**src/rtl/imem_loader_pkg.sv**
```systemverilog
// Shared definitions for the instruction-memory loader: FSM encoding and frame constants.
// Latency: n/a (types and constants only).
// Backpressure: n/a.
package imem_loader_pkg;

    // Loader FSM states, in frame order
    typedef enum logic [3:0] {
        IDLE  = 4'd0,
        COUNT = 4'd1,
        HI    = 4'd2,
        LO    = 4'd3,
        WRITE = 4'd4,
        CHK   = 4'd5,
        START = 4'd6,
        DONE  = 4'd7,
        ERR   = 4'd8
    } state_t;

    // Default frame start marker
    localparam logic [7:0] SYNC_BYTE_DEFAULT = 8'hA5;

    // Instruction words arrive high byte first
    function automatic logic [15:0] pack_word(input logic [7:0] hi_b, input logic [7:0] lo_b);
        return {hi_b, lo_b};
    endfunction

endpackage

```
**src/rtl/imem_loader.sv**
```systemverilog
// Loads a framed byte stream (SYNC, N, 2N data bytes, XOR checksum) into instruction RAM, holding the CPU meanwhile.
// Latency: last data byte accepted at edge k -> imem_we in cycle k+1; checksum accepted at edge m -> cpu_start in cycle m+1.
// Backpressure: rx_ready drops for exactly one cycle per word write (and during START); rx_valid gaps simply stall.
//
// Integration: cpu_hold is ORed into the CPU reset, cpu_start is ORed with the external start input.
module imem_loader
    import imem_loader_pkg::*;
#(
    parameter int               ADDR_W    = 8,
    parameter int               DATA_W    = 16,
    parameter logic [ADDR_W-1:0] BASE_ADDR = '0,
    parameter logic [7:0]       SYNC_BYTE = SYNC_BYTE_DEFAULT
) (
    input  logic              clk,
    input  logic              reset,
    input  logic [7:0]        rx_data,
    input  logic              rx_valid,
    output logic              rx_ready,
    output logic              imem_we,
    output logic [ADDR_W-1:0] imem_addr,
    output logic [DATA_W-1:0] imem_wdata,
    output logic              cpu_hold,
    output logic              cpu_start,
    output logic              busy,
    output logic              err,
    output logic [ADDR_W:0]   words_loaded
);

    state_t     state;
    logic [7:0] count_m1;   // N-1; N=0 wraps to 8'hFF, i.e. 256 words
    logic [7:0] index;      // word index within the current frame
    logic [7:0] hi_byte;
    logic [7:0] csum;       // running XOR of count and data bytes
    logic       rx_xfer;

    // A byte moves only when both sides agree at the clock edge
    assign rx_xfer = rx_valid && rx_ready;

    // Frame parser, word packer and CPU control; every output is registered here
    always_ff @(posedge clk) begin
        if (reset) begin
            state        <= IDLE;
            rx_ready     <= 1'b0;
            imem_we      <= 1'b0;
            imem_addr    <= BASE_ADDR;
            imem_wdata   <= '0;
            cpu_hold     <= 1'b1;
            cpu_start    <= 1'b0;
            busy         <= 1'b0;
            err          <= 1'b0;
            words_loaded <= '0;
            count_m1     <= '0;
            index        <= '0;
            hi_byte      <= '0;
            csum         <= '0;
        end else begin
            imem_we   <= 1'b0;
            cpu_start <= 1'b0;
            case (state)
                // Waiting for a frame; non-sync bytes are consumed and dropped
                IDLE, DONE, ERR: begin
                    rx_ready <= 1'b1;
                    if (rx_xfer && rx_data == SYNC_BYTE) begin
                        state        <= COUNT;
                        busy         <= 1'b1;
                        cpu_hold     <= 1'b1;
                        err          <= 1'b0;
                        words_loaded <= '0;
                        csum         <= '0;
                    end
                end
                COUNT: begin
                    if (rx_xfer) begin
                        count_m1 <= rx_data - 8'd1;
                        csum     <= csum ^ rx_data;
                        index    <= '0;
                        state    <= HI;
                    end
                end
                HI: begin
                    if (rx_xfer) begin
                        hi_byte <= rx_data;
                        csum    <= csum ^ rx_data;
                        state   <= LO;
                    end
                end
                // Second byte completes the word; the write is issued from the registers directly
                LO: begin
                    if (rx_xfer) begin
                        imem_wdata <= DATA_W'(pack_word(hi_byte, rx_data));
                        imem_addr  <= BASE_ADDR + ADDR_W'(index);
                        imem_we    <= 1'b1;
                        csum       <= csum ^ rx_data;
                        rx_ready   <= 1'b0;
                        state      <= WRITE;
                    end
                end
                // Write cycle: no byte accepted, bookkeeping advances
                WRITE: begin
                    words_loaded <= words_loaded + (ADDR_W+1)'(1);
                    index        <= index + 8'd1;
                    rx_ready     <= 1'b1;
                    state        <= (index == count_m1) ? CHK : HI;
                end
                CHK: begin
                    if (rx_xfer) begin
                        busy <= 1'b0;
                        if (rx_data == csum) begin
                            cpu_hold  <= 1'b0;
                            cpu_start <= 1'b1;
                            rx_ready  <= 1'b0;
                            state     <= START;
                        end else begin
                            err   <= 1'b1;
                            state <= ERR;
                        end
                    end
                end
                START: begin
                    rx_ready <= 1'b1;
                    state    <= DONE;
                end
                default: begin
                    rx_ready <= 1'b0;
                    state    <= IDLE;
                end
            endcase
        end
    end

endmodule

```
**config.mk**
```make
export PLATFORM = sky130hd
export DESIGN_NAME = imem_loader
export DESIGN_NICKNAME = d
export VERILOG_FILES = /design/src/rtl/imem_loader_pkg.sv /design/src/rtl/imem_loader.sv
export SDC_FILE = /design/constraint.sdc
export NUM_CORES = 1
export LEC_CHECK = 0
export CORE_AREA = 2 2 81 83
export DETAILED_ROUTE_END_ITERATION = 10
export DIE_AREA = 0 0 83 85
export HOLD_SLACK_MARGIN = 0.06
export PLACE_DENSITY = 0.85
export SLEW_MARGIN = 10
export SYNTH_ARGS = -nofsm -noshare
export SYNTH_HDL_FRONTEND = slang
export SYNTH_SLANG_ARGS = --single-unit
```
**constraint.sdc**
```tcl
create_clock -name clk -period 4.1 [get_ports clk]
set_clock_uncertainty 0.05 [all_clocks]
set_input_delay 0.82 -clock clk [delete_from_list [all_inputs] [get_ports clk]]
set_output_delay 0.82 -clock clk [all_outputs]
set_load 0.01 [all_outputs]
```
* Yosys cells after proc, flatten, opt, wreduce, memory -nomap -nowiden
Index checks and enable logic that the tools add are counted. Widths: inputs -> output; s select.
Operators by class: equality and inequality tests 19, bitwise operators 5, add/sub/neg operators 3, multiplexer cells 28, reductions and logical operators 24
Operator list (count):
- $pmux 8 s2 | 2
- $pmux 4 s7 | 1
- $mux 4 | 6
- $mux 8 | 3
- $pmux 9 s2 | 1
- $eq 4x3->1 const B | 4
- $eq 8x8->1 | 2
- $ne 2x2->1 const B | 7
- $reduce_and 4->1 | 3
- $reduce_and 2->1 | 5
- $add 9x1->9 const B | 1
- $mux 1 | 9
- $mux 9 | 1
- $reduce_or 3->1 | 3
- $add 8x1->8 const B | 1
- $eq 4x2->1 const B | 2
- $eq 8x8->1 const B | 1
- $reduce_bool 2->1 | 4
- $sub 8x1->8 const B | 1
- $xor 8x8->8 | 1
- $pmux 1 s2 | 3
- $reduce_and 3->1 | 2
- $reduce_and 5->1 | 1
- $reduce_or 5->1 | 1
- 9 further kinds | 14
Storage, ports and cells: output and inout bits 39, logic and storage cells 93, register bits 75

* Longest topological paths before layout
Gate-level depths: netlist (run 1).
word-level depth 4, depth in mapped cells 8, gate-level depth less buffers 7

* Worst setup path after synthesis (run 1)
No wires, ideal clock.
kind input to register, from input rx_data[1], to register csum[0], setup slack 1749 ps, cell stages on the path 8, arrival time 2174 ps, buffers on the path 1, cells stage by stage clkbuf_1 -> inv_1 -> ha_1 -> nand4b_1 -> a2111o_1 -> a21boi_4 -> a22oi_1 -> nor2_1
Between the ends: cells in the longest elaborated chain, start to end 4
Ends and longest elaborated chain:
- start, declared | line imem_loader.sv:16 | input logic [7:0] rx_data,
- $eq 8x8->1 | line imem_loader.sv:63 | if (rx_xfer && rx_data == SYNC_BYTE) begin
- $logic_and 1x1->1 | line imem_loader.sv:63
- $ne 2x2->1 (no source line)
- $reduce_and 3->1 (no source line)
- end signal, assigned | line imem_loader.sv:75 | csum <= csum ^ rx_data;
- end signal, assigned | line imem_loader.sv:83 | csum <= csum ^ rx_data;
- end signal, assigned | line imem_loader.sv:93 | csum <= csum ^ rx_data;
- end, declared | line imem_loader.sv:33 | logic [7:0] csum;
Every way passes these cells. A chain may end at the register's enable or synchronous reset.

* Final worst setup path (run 1)
from input rx_data[3], to register csum[3]
Between the ends: cells in the longest elaborated chain, start to end 4
Ends and longest elaborated chain (line):
- $eq 8x8->1 | imem_loader.sv:63
- $logic_and 1x1->1 | imem_loader.sv:63
- $ne 2x2->1 (no source line)
- $reduce_and 3->1 (no source line)
Parallel ways exist; a longest one is shown, timed or not. The select of a mux whose other input is x is not followed.

==> summary.md, run 1 <==
| Metric | Value |
|---|---|
| Required time worst endpoint | `4.26 ns` |
| First-pass GRT wire length | `13450 um` |
| Sequential area share after synthesis | `42.72%` |
| Max_cap viols | `0` |
| Top Ports | `50` |
| P per Cell Area | `325.9 nW/um2` |
| WL/cell | `14.57 um` |
| Critical-path cell list | `clkdlybuf4s50_1, or2_2, a2111o_1, a21boi_4, a22oi_1, nor2_1` |
| Clock transition at path regs | `0.09 ns` |
| CP max stage delay | `0.61 ns` |
| Final nets | `479` |
| Std cell rows | `29` |
| Crit path max-delay cell type | `clkdlybuf4s50_1` |
| Gp weighted congestion | `0.8835` |
| Post-Syn Instances | `433` |
| Routed WL | `7957 um` |
| Vias | `3125` |
| Die W | `83 um` |
| Max Root-Sink Buffers | `2` |
| Area leader, netlist | `dfxtp_1` |
| GRT Util Overall | `23.33%` |
| Power Total | `1.354 mW` |
| Worst setup path category | `primary input to flop` |
| Die ar. | `7055 um2` |
| DRC | `0` |
| Final Hold Violating Endpoints | `0` |
| Synth Register Bits | `75` |
| GR Layer Usage met2 | `40.91%` |
| Setup Buffers After CTS | `0` |
| Achievable frequency | `371.5 MHz` |
| Worst Hold Class | `flop to flop` |
| Maximum vdd ir drop | `0.0002621 V` |
| Initial Utilization | `56.64%` |
| Vias per cell | `5.723` |
| Leakage | `1.517 nW` |
| Diode count | `0` |
| HPWL after DPL | `5496 um` |
| Most common cell in the netlist | `dfxtp_1` |
| Tmin final | `2.692 ns` |
| YS warnings | `0` |
| CTS resizes | `0` |
| GRT busiest layer | `met2` |
| Final std cells w/o fill | `546` |
| Met1 GRT Util | `28.04%` |
| Placed cell count | `530` |
| Vias in the first global route | `2902` |
| Final Setup Violations | `0` |
| CTS Buf Count | `9` |
| Cell variety after synth | `48` |
| Final TNS setup | `0 ns` |
| CTS tree | `yes` |
| Core area | `6205 um2` |
| Post-synth top area share | `42.72%` |
| Syn nets | `448` |
| Fraction of registers with async set/reset | `0%` |
| CTS sink cnt | `75` |
| Antenna violations before repair | `0` |
| Slew Viols, Final | `0` |
| Synth top cells by count | `dfxtp_1, nand2_1, nor2_1` |
| Pre-antenna DRT Iters | `4` |
| Slew Limit Headroom | `32.99%` |
| Syn Area/Cell | `8.117 um2` |
| RSZ-0062 raised after global routing | `false` |
| Critical Path AT | `2.85 ns` |
| Period utilization | `65.66%` |
| Met3 Track Usage GR | `4.377%` |
| DRT antenna net count | `0` |
| Status | `finished, final reports clean` |
| Synthesized area | `3515 um2` |
| Die height | `85 um` |
| Grt total ovfl | `0` |
| Port Buffers | `49` |
| H-tree depth | `3` |
| CP Capture Type | `flop` |
| Layout cells sized above 1 | `7.036%` |
| Area grow syn2layout | `18.23%` |
| Top cells by area, synth | `dfxtp_1, nand2_1, a21oi_1, nor2_1, xor2_1` |
| Crit Path Max Fanout | `9` |
| Post-synth EDFFs | `0` |
| Slew @ Worst Pin | `1.005 ns` |
| Hold Buf Count CTS | `0` |
| Root buffer cell | `clkbuf_8` |
| Nature of the critical path startpoint | `primary input` |
| Worst-skew pair later-pin latency | `0.36 ns` |
| Largest net degree at the start of global routing | `57` |
| Initial DRC Count | `237` |
| Predominant post-synthesis flop cell | `dfxtp_1` |
==> final timing paths <==
| kind | start | endpoint | slack, ns | cells past startpoint |
|---|---|---|---|---|
| worst max-delay path | rx_data[3] | csum[3] | 1.41 | 6 |
| worst max register to register | state[2] | words_loaded[8] | 1.77 | 5 |
| worst min-delay path | imem_addr[7] | imem_addr[7] | 0.41 | 2 |
| worst min register to register | imem_addr[7] | imem_addr[7] | 0.41 | 2 |
==> flip-flops by register name, indices dropped and copies added (netlist names) <==
register,cells
imem_wdata,16
csum,8
err,1
cpu_start,1
imem_addr,8
imem_we,1
cpu_hold,1
count_m1,8
rx_ready,1
hi_byte,8
index,8
state,4
words_loaded,9
busy,1
==> where the power goes <==
part	total, mW	switching, mW	internal, mW
Clock	0.536	0.307	0.229
Sequential	0.736	0.00451	0.731
Combinational	0.0826	0.0519	0.0308
==> layout by cell type, fill, tap and decap left out, types with 9 or more instances in the layout <==
cell             count
nor2_1              48
clkbuf_8             9
nand3_1             20
clkdlybuf4s50_1     48
xor2_1              19
a22oi_1              9
dfxtp_1             75
nand2_1             72
a21oi_1             43
o21ai_0             11
==> final cells by class <==
type                    instances  area, um2
flip-flops and latches         75       1501
fillers                       510       2049
multi-input cells             317       1831
repair buffers                 53      515.5
inverters                       8      30.03
well taps                      77      96.34
clock buffers                   9      123.9
clock inverters                 7      57.56
==> critical path: cells and delay by family <==
family	cells	cell delay, ns
AO/OA/AOI/OAI	3	0.97
AND/OR/NAND/NOR	2	0.46
buffers and inverters	1	0.61
==> cells by family after synthesis <==
logic type	share of synthesized area [%]
and+or+nand+nor	25.38
muxes	2.599
DFF	42.72
adders and majority gates	1.424
xor gates and xnor gates	5.981
buffers and inverters	5.197
AOI/OAI and AO/OA	16.70
==> metrics by stage <==
step,area (um2),setup slack [ns],utilization [%],hold WS [ns]
2_1_floorplan,3515,1.749,-,0.3815
4_1_cts,4155,1.411,66.97,0.4133
6_report,4155,1.408,66.97,0.4101
5_1_grt,4155,1.191,66.97,0.4182
3_5_place_dp,3974,1.030,64.05,0.4009
3_3_place_gp,3974,1.057,64.05,0.3921
==> metal layers <==
| layer | routed length [um] | up-vias |
|---|---|---|
| met4 | 159 | 0 |
| li1 | - | 1545 |
| met2 | 3953 | 87 |
| met5 | 0 | - |
| met1 | 3418 | 1478 |
| met3 | 425 | 15 |
(Power assumes the default switching activity.)
==> inputs of run 2 (changes only) <==
Settings changed: CORE_AREA 2 2 81 83 to 2 2 84 86, DIE_AREA 0 0 83 85 to 0 0 86 88, PLACE_DENSITY 0.85 to 0.8.
Clock period 4.1 ns to 2.8 ns, I/O delays scaled along.
==> summary.md, run 2 (synthesis results as in run 1) <==
| Metric | Value |
|---|---|
| Status | `finished, final reports clean` |
| Initial Utilization | `52.90% (-3.7 points)` |
| Placed cell count | `543 (+2.5%)` |
| Commonest cells after routing, fill and taps aside | `dfxtp_1, nand2_1, nor2_1, clkdlybuf4s50_1, a21oi_1` |
| Net switching power | `500.7 uW (+38%)` |
| Critical-path cell list | `clkdlybuf4s50_1, nand4b_1, a2111o_1, a21boi_4, a22oi_1, nor2_1` |
| Max Root-Sink Buffers | `2 (unchanged)` |
| Crit Path Max Fanout | `8 (-1)` |
| Final std cells w/o fill | `559 (+2.4%)` |
| Final Worst Setup Slack | `0.5059 ns (-0.9020 ns)` |
| Largest reg by FF count | `imem_wdata` |
| Worst Hold Class | `flop to flop` |
| Slew Viols, Final | `0 (unchanged)` |
| Area grow syn2layout | `23.18%` |
| Critical Path AT | `2.46 ns (-0.39 ns)` |
| Hold path start | `imem_wdata[10]` |
| Buf/Inv on CP | `1 (unchanged)` |
| Cell Area, Placed | `4065 um2 (+2.3%)` |
| CTS sink cnt | `75 (unchanged)` |
| Vias in the first global route | `2973 (+2.4%)` |
| Die W | `86 um (+3.6%)` |
| First-pass GRT wire length | `13820 um (+2.8%)` |
| Diode count | `0 (unchanged)` |
| Antenna violations before repair | `0 (unchanged)` |
| Final nets | `489 (+2.1%)` |
| Layout cells sized above 1 | `8.768% (+1.7 points)` |
| Pre-antenna DRT Iters | `5 (+1)` |
| Grt total ovfl | `0 (unchanged)` |
| Die height | `88 um (+3.5%)` |
| Slew Limit Headroom | `55.35% (+22 points)` |
| P per Cell Area | `533.9 nW/um2 (+64%)` |
| Largest net degree at the start of global routing | `50 (-12%)` |
| Leakage | `1.610 nW (+6.1%)` |
| Max reg flops | `16 (unchanged)` |
| Dpl ws | `0.1672 ns (-0.8626 ns)` |
| Maximum vdd ir drop | `0.0002655 V (+1.3%)` |
| CTS resizes | `0 (unchanged)` |
| Root buffer cell | `clkbuf_8` |
| Vias per cell | `5.685 (-0.67%)` |
| Final Hold Violating Endpoints | `0 (unchanged)` |
| Final Util | `65.16% (-1.8 points)` |
| Seq pwr share | `46.6% (-7.7 points)` |
| Routed WL | `8349 um (+4.9%)` |
| Period utilization | `81.93%` |
| Setup Buffers After CTS | `0 (unchanged)` |
| Achievable frequency | `435.9 MHz` |
| Biggest regs | `imem_wdata: 16 flops, words_loaded: 9 flops` |
| Slew @ Worst Pin | `0.6662 ns (-0.3389 ns)` |
| Commonest non-fill, non-tap cell in the layout | `dfxtp_1` |
| CP max stage delay | `0.57 ns (-0.04 ns)` |
| Worst setup path category | `primary input to flop` |
| DRT antenna net count | `0 (unchanged)` |
| Gate power share | `5.7% (-0.4 points)` |
| Net Sw Frac | `21.66% (-5.1 points)` |
| Layout fillers | `575 (+13%)` |
| Vias | `3178 (+1.7%)` |
| Crit path max-delay cell type | `clkdlybuf4s50_1` |
| Hold Buf Count CTS | `0 (unchanged)` |
| Port Buffers | `49 (unchanged)` |
| Die ar. | `7568 um2 (+7.3%)` |
| Cell internal pwr | `1.810 mW (+83%)` |
| Clock transition at path regs | `0.08 ns (about the same)` |
| Final Setup Violations | `0 (unchanged)` |
| Power Total | `2.311 mW (+71%)` |
| Std cell rows | `30 (+3.4%)` |
| Design Area, Final | `4329 um2 (+4.2%)` |
| HPWL after DPL | `5851 um (+6.5%)` |
| Required time worst endpoint | `2.97 ns (-1.29 ns)` |
| Worst setup startpoint | `rx_data[6]` |
| Storage element area | `1501 um2 (unchanged)` |
| Final TNS setup | `0 ns (unchanged)` |
| CP Capture Type | `flop` |
| CTS tree | `yes` |
| DRC | `0 (unchanged)` |
| CTS Buf Count | `9 (unchanged)` |
| Reg2reg start | `state[2]` |
| Max_cap viols | `0 (unchanged)` |
| Cell family with most CP delay | `compound AO/OA/AOI/OAI gates` |
| Tmin final | `2.294 ns` |
| RSZ-0062 raised after global routing | `false` |
| Initial DRC Count | `199 (-16%)` |
| Core area | `6644 um2 (+7.1%)` |
| WL/cell | `14.94 um (+2.5%)` |
| Clock group share of total power | `47.6% (+8.0 points)` |
| Worst hold slack | `0.4058 ns (-0.004272 ns)` |
| Worst-skew pair later-pin latency | `0.35 ns (about the same)` |
| Nature of the critical path startpoint | `primary input` |
| H-tree depth | `3 (unchanged)` |
| Multi-input combinational cell area | `1831 um2 (unchanged)` |
| GRT Util Overall | `22.85% (-0.47 points)` |
| Top Ports | `50 (unchanged)` |
| Gp weighted congestion | `0.8333 (-5.7%)` |
[run 2: cell count changes in the layout (fill, tap and decap cells not counted), sizes merged]
| cell | before | now |
|---|---|---|
| clkinv | 1 | 0 |
| buf | 5 | 15 |
| inv | 12 | 9 |
| bufinv | 0 | 4 |
| clkbuf | 9 | 10 |
| clkinvlp | 2 | 1 |
[run 2: final timing paths]
check                    to  slack, ns  cells past startpoint
max reg2reg        state[2]       0.60                      6
max                 csum[1]       0.51                      6
min          imem_wdata[10]       0.41                      2
min reg2reg  imem_wdata[10]       0.41                      2
[run 2: power groups by stage]
stage | clock network, mW | logic (mW) | registers (mW)
2_1_floorplan | 0 | 0.0895 | 1.10
3_3_place_gp | 0 | 0.128 | 1.10
3_5_place_dp | 0 | 0.131 | 1.10
4_1_cts | 1.11 | 0.132 | 1.08
5_1_grt | 1.16 | 0.144 | 1.08
6_report | 1.10 | 0.133 | 1.08
[run 2: worst min-delay path, cell delays in order (launching register included)]
cell,delay [ns]
dfxtp_1,0.31
nand2_1,0.05
a21oi_1,0.05
[run 2: layout make-up]
class	instances	share of cell area, %
Inverter	8	0.6936
Clock buffer	10	2.948
Timing Repair Buffer	63	13.93
Tap cell	80	2.312
Multi-Input combinational cell	317	42.28
Clock inverter	6	3.150
Sequential cell	75	34.68
[run 2: metal layers]
layer	GRT usage, %	wire [um]	vias up
met5	0	0	-
met4	9.091	144	0
met3	4.053	420	15
met2	39.68	4210	104
met1	28.19	3572	1494
li1	-	-	1565
==> inputs of run 3 (changes only) <==
Settings changed: CORE_AREA 2 2 84 86 to 2 2 88 90, DIE_AREA 0 0 86 88 to 0 0 90 92, PLACE_DENSITY 0.8 to 0.77.
Clock period 2.8 ns to 2 ns, I/O delays scaled along.
==> summary.md, run 3 (synthesis results as in run 1) <==
| Metric | Value |
|---|---|
| Status | `finished, final reports clean` |
| Initial Utilization | `47.19% (-5.7 points)` |
| Multi-input combinational cell area | `1867 um2 (+2.0%)` |
| Grt total ovfl | `0 (unchanged)` |
| DRT met1 WL | `3938 um (+10%)` |
| Top sig layer | `met4` |
| Period utilization | `96.25%` |
| Tmin final | `1.925 ns` |
| Layout fillers | `657 (+14%)` |
| Met3 wire length | `348 um (-17%)` |
| Final Util | `61.17% (-4.0 points)` |
| Std cell rows | `32 (+6.7%)` |
| Top Ports | `50 (unchanged)` |
| Vias in the first global route | `3050 (+2.6%)` |
| Die height | `92 um (+4.5%)` |
| Cell internal pwr | `2.214 mW (+22%)` |
| DRT antenna net count | `0 (unchanged)` |
| Storage element area | `1503 um2 (about the same)` |
| CTS sink cnt | `75 (unchanged)` |
| Clock group share of total power | `41.5% (-6.1 points)` |
| Routed WL | `8367 um (+0.22%)` |
| Gp weighted congestion | `0.8493 (+1.9%)` |
| Core area | `7447 um2 (+12%)` |
| Die ar. | `8280 um2 (+9.4%)` |
| Max Root-Sink Buffers | `2 (unchanged)` |
| Net switching power | `729.1 uW (+46%)` |
| Worst-skew pair later-pin latency | `0.34 ns (about the same)` |
| Antenna violations before repair | `0 (unchanged)` |
| Crit Path Max Fanout | `9 (+1)` |
| Final Hold Violating Endpoints | `0 (unchanged)` |
| First-pass GRT wire length | `13810 um (-0.10%)` |
| Pre-antenna DRT Iters | `5 (unchanged)` |
| Initial DRC Count | `194 (-2.5%)` |
| Slew Limit Headroom | `59.32% (+4.0 points)` |
| Area grow syn2layout | `29.62%` |
| Seq pwr share | `51.3% (+4.7 points)` |
| Diode count | `0 (unchanged)` |
| Worst Hold Class | `flop to flop` |
| Final TNS setup | `0 ns (unchanged)` |
| Largest reg by FF count | `imem_wdata` |
| Clock transition at path regs | `0.08 ns (about the same)` |
| Port Buffers | `49 (unchanged)` |
| Hold Buf Count CTS | `0 (unchanged)` |
| DRC | `0 (unchanged)` |
| Commonest non-fill, non-tap cell in the layout | `dfxtp_1` |
| Maximum vdd ir drop | `0.0003714 V (+40%)` |
| Layout cells sized above 1 | `15.34% (+6.6 points)` |
| Required time worst endpoint | `2.19 ns (-0.78 ns)` |
| Achievable frequency | `519.5 MHz` |
| Nature of the critical path startpoint | `flop` |
| Root buffer cell | `clkbuf_8` |
| CP Capture Type | `flop` |
| WL/cell | `13.85 um (-7.3%)` |
| Gate power share | `7.2% (+1.5 points)` |
| P per Cell Area | `646.1 nW/um2 (+21%)` |
| Slew @ Worst Pin | `0.6103 ns (-0.05589 ns)` |
| Worst setup path category | `flop to flop` |
| Critical Path AT | `2.11 ns (-0.35 ns)` |
| Slew Viols, Final | `0 (unchanged)` |
| Final nets | `512 (+4.7%)` |
| Max reg flops | `16 (unchanged)` |
| Die W | `90 um (+4.7%)` |
| Vias per cell | `5.306 (-6.7%)` |
| Commonest cells after routing, fill and taps aside | `dfxtp_1, nand2_1, nor2_1, a21oi_1, clkdlybuf4s50_1` |
| Max_cap viols | `0 (unchanged)` |
| GRT Util Overall | `20.23% (-2.6 points)` |
| CTS tree | `yes` |
| HPWL after DPL | `5751 um (-1.7%)` |
| Vias | `3205 (+0.85%)` |
| Final Setup Violations | `0 (unchanged)` |
| H-tree depth | `3 (unchanged)` |
| Met2 wire len | `3908 um (-7.2%)` |
| Largest net degree at the start of global routing | `31 (-38%)` |
| Biggest regs | `imem_wdata: 16 flops, words_loaded: 9 flops` |
| Net Sw Frac | `24.77% (+3.1 points)` |
| CTS Buf Count | `9 (unchanged)` |
| Leakage | `1.777 nW (+10%)` |
-- run 3: changes by cell type in the layout (fill, tap and decap cells not counted), moves of 2 or more --
cell,delta
bufinv_16,-3
and2_1,-2
buf_4,+20
clkdlybuf4s50_1,-6
buf_12,+2
a22oi_2,+5
dlymetal6s2s_1,+6
a22oi_1,-5
-- run 3: final timing paths --
check / from / to / slack (ns) / cells after the start
min reg2reg: hi_byte[3] / imem_wdata[11] / 0.40 / 2
min: hi_byte[3] / imem_wdata[11] / 0.40 / 2
max reg2reg: state[0] / csum[1] / 0.08 / 5
max: state[0] / csum[1] / 0.08 / 5
-- run 3: through the flow --
stage	setup slack, ns	power [mW]	area, um2	std cells	hold WS (ns)
floorplan	0.06864	1.666	3515	433	0.3815
global placement	-0.3160	1.744	4275	586	0.3918
detailed placement	-0.3555	1.748	4275	586	0.3936
CTS	0.01529	2.958	4484	602	0.4060
global route	-0.001840	3.031	4556	604	0.4380
finish	0.07502	2.944	4556	604	0.4026
-- run 3: final cells by class --
cell class | count | share of cell area [%]
multi-input cells | 317 | 40.98
flip-flops and latches | 75 | 32.99
repair buffers | 86 | 17.99
clock buffers | 10 | 3.021
well taps | 102 | 2.801
clock inverters | 6 | 1.566
inverters | 8 | 0.6592
-- run 3: layer usage --
| layer | up-vias | global-route usage (%) |
|---|---|---|
| met5 | - | 0 |
| met4 | 0 | 9.487 |
| met3 | 20 | 3.780 |
| met2 | 71 | 33.27 |
| met1 | 1500 | 25.79 |
| li1 | 1614 | - |
-- run 3: power by group through the flow --
| stage | Clock (mW) | Combinational, mW | Sequential (mW) |
|---|---|---|---|
| finish | 1.22 | 0.213 | 1.51 |
| global route | 1.29 | 0.232 | 1.51 |
| CTS | 1.24 | 0.204 | 1.51 |
| detailed placement | 0 | 0.203 | 1.54 |
| global placement | 0 | 0.200 | 1.54 |
| floorplan | 0 | 0.125 | 1.54 |
-- run 3: critical path: stages (launching register included) --
cell and delay [ns]:
dfxtp_1 0.40, or3_4 0.43, a2111o_1 0.47, a21boi_4 0.22, a22oi_2 0.20, nor2_1 0.05
-- run 3: repair_timing --
item                       CTS  global route
resized for setup            0            18
buffers inserted             0             2
setup endpoints to repair    0            16
==> variant, RTL diff (config.mk and constraints of run 2) <==
Change the parameter `DATA_W` from 16 to 24.
--- a/src/rtl/imem_loader.sv
+++ b/src/rtl/imem_loader.sv
@@ -9,3 +9,3 @@
     parameter int               ADDR_W    = 8,
-    parameter int               DATA_W    = 16,
+    parameter int               DATA_W    = 24,
     parameter logic [ADDR_W-1:0] BASE_ADDR = '0,
Interface: changed (resized imem_wdata); port bits go from 50 to 58. No check against the original RTL was run, so the function may have changed too.
==> variant against run 2 <==
  * Sequential cell count did not move
  * Routed wire length rose by 3.0%
  * Hold slack got worse by 0.0062 ns
  * Synthesized area rose by 3.0%
  * Die area did not move
  * Cell area rose by 1.6%
  * Setup slack got worse by 0.072 ns
Power is not compared: it rests on default switching activity, and its combinational part moved more than twofold at a synthesized area within 25%.
==> variant: results (changes against run 2) <==
stage,metric,value,unit,change
drt,vias per inst,5.78,,+1.7%
logic_synthesis,sequential area share after synthesis,41.5,%,-1.2 points
logic_synthesis,Synth Area in XOR/XNOR,3.87,%,-2.1 points
logic_synthesis,"top cells by count, synth","dfxtp_1, nand2_1, nor2_1",,
grt,vias in the first global route,2979,,+0.20%
timing,max_slew headroom,36.8,%,-19 points
grt,first-pass GRT wire length,13800,um,about the same
finish,layout cells sized above 1,8.75,%,-0.021 points
grt,GR Util met2,38.8,%,-0.85 points
drt,drt total wl,8600,um,+3.0%
worst_setup_path,R2R depth,5,,-1
logic_synthesis,mux cell area share after synthesis,1.97,%,-0.63 points
finish,fillers,565,,-1.7%
grt,M1 GR Usage,29.0,%,+0.86 points
place,hpwl dp,5840,um,-0.13%
hold_path,Hold Path Origin,hi_byte[5]$_SDFFE_PP0P_,,
worst_setup_path,end of the worst register-to-register path,words_loaded[7]$_SDFFE_PP0P_,,
logic_synthesis,post-synthesis adder-cell area fraction,1.38,%,-0.041 points
grt,largest net degree at the start of global routing,45,,-10%
outcome,outcome,completed,,
drt,Initial DRC Count,207,,+4.0%
worst_setup_path,crit path DAT,2.57,ns,+0.11 ns
grt,met3 usage,3.68,%,-0.38 points
place,Placer Congestion,0.904,,+8.4%
worst_setup_path,FF-to-FF setup slack,0.54,ns,-0.06 ns
hold_path,hold endpoint,imem_wdata[13]$_SDFFE_PP0P_,,
logic_synthesis,largest cells by area after synthesis,"dfxtp_1, nand2_1, a21oi_1",,
-- variant: cell count changes in the layout (fill, tap and decap cells not counted), moves of 5 or more --
cell / run 2 / this run
conb_1: 0 / 8
nand4_1: 2 / 9
buf_4: 13 / 18
nand2b_1: 0 / 11
a22oi_1: 9 / 1
xnor2_1: 5 / 13
and2_1: 8 / 2
nand3_1: 20 / 11
o32ai_1: 0 / 6
nor2_1: 48 / 58
xor2_1: 19 / 3
-- variant: metrics by stage --
| step | total power, mW | setup slack [ns] | hold WS [ns] | instances | instance area, um2 |
|---|---|---|---|---|---|
| 6_report | 2.73 | 0.434 | 0.400 | 583 | 4400 |
| 5_1_grt | 2.86 | 0.283 | 0.427 | 583 | 4400 |
| 4_1_cts | 2.73 | 0.471 | 0.407 | 583 | 4400 |
| 3_5_place_dp | 1.81 | 0.133 | 0.396 | 567 | 4180 |
| 3_3_place_gp | 1.79 | 0.170 | 0.388 | 567 | 4180 |
| 2_1_floorplan | 1.66 | 0.688 | 0.382 | 458 | 3640 |
-- variant: worst max path at each step --
stage / from / to / slack (ns) / depth (start not counted)
2_1_floorplan: rx_data[4] / csum[0]$_SDFFE_PP0P_ / 0.69 / 7
3_3_place_gp: rx_data[0] / state[0]$_SDFFE_PP0P_ / 0.17 / 7
3_5_place_dp: rx_data[0] / state[0]$_SDFFE_PP0P_ / 0.13 / 7
4_1_cts: rx_data[0] / state[0]$_SDFFE_PP0P_ / 0.47 / 7
5_1_grt: rx_data[0] / state[0]$_SDFFE_PP0P_ / 0.28 / 7
6_report: rx_data[0] / state[0]$_SDFFE_PP0P_ / 0.43 / 7
-- variant: area by class of cell --
type	instances	area [um2]	area share (%)
Multi-Input combinational cell	339	1940	44.0
Sequential cell	75	1500	34.1
Timing Repair Buffer	67	621	14.1
Clock buffer	12	145	3.30
Tap cell	80	100	2.27
Clock inverter	4	73.8	1.68
Inverter	6	22.5	0.512
-- variant: cells by family after synthesis --
kind of cell / after synthesis
xor+xnor: 16
other cells: 1
mux: 7
compound gates: 106
buf+inv: 44
flops: 75
fa+ha+maj: 4
simple gates: 198
-- variant: critical path: stages --
cell and delay (ns):
clkdlybuf4s50_1 0.64, ha_1 0.22, nand3b_1 0.13, or3_1 0.36
nand2_1 0.24, a31oi_1 0.14, a221oi_1 0.29
-- variant: power groups by stage --
stage	registers (mW)	logic [mW]	clock network (mW)
final	1.21	0.592	0.929
after CTS	1.21	0.583	0.938
after global placement	1.23	0.565	0
after global routing	1.22	0.651	0.986
after detailed placement	1.23	0.574	0
after floorplan	1.19	0.467	0
-- variant: layer usage --
| layer | wire length (um) | vias to the layer above |
|---|---|---|
| met4 | 167 | 0 |
| met5 | 0 | - |
| met3 | 373 | 17 |
| met2 | 4260 | 103 |
| met1 | 3800 | 1597 |
| li1 | - | 1654 |
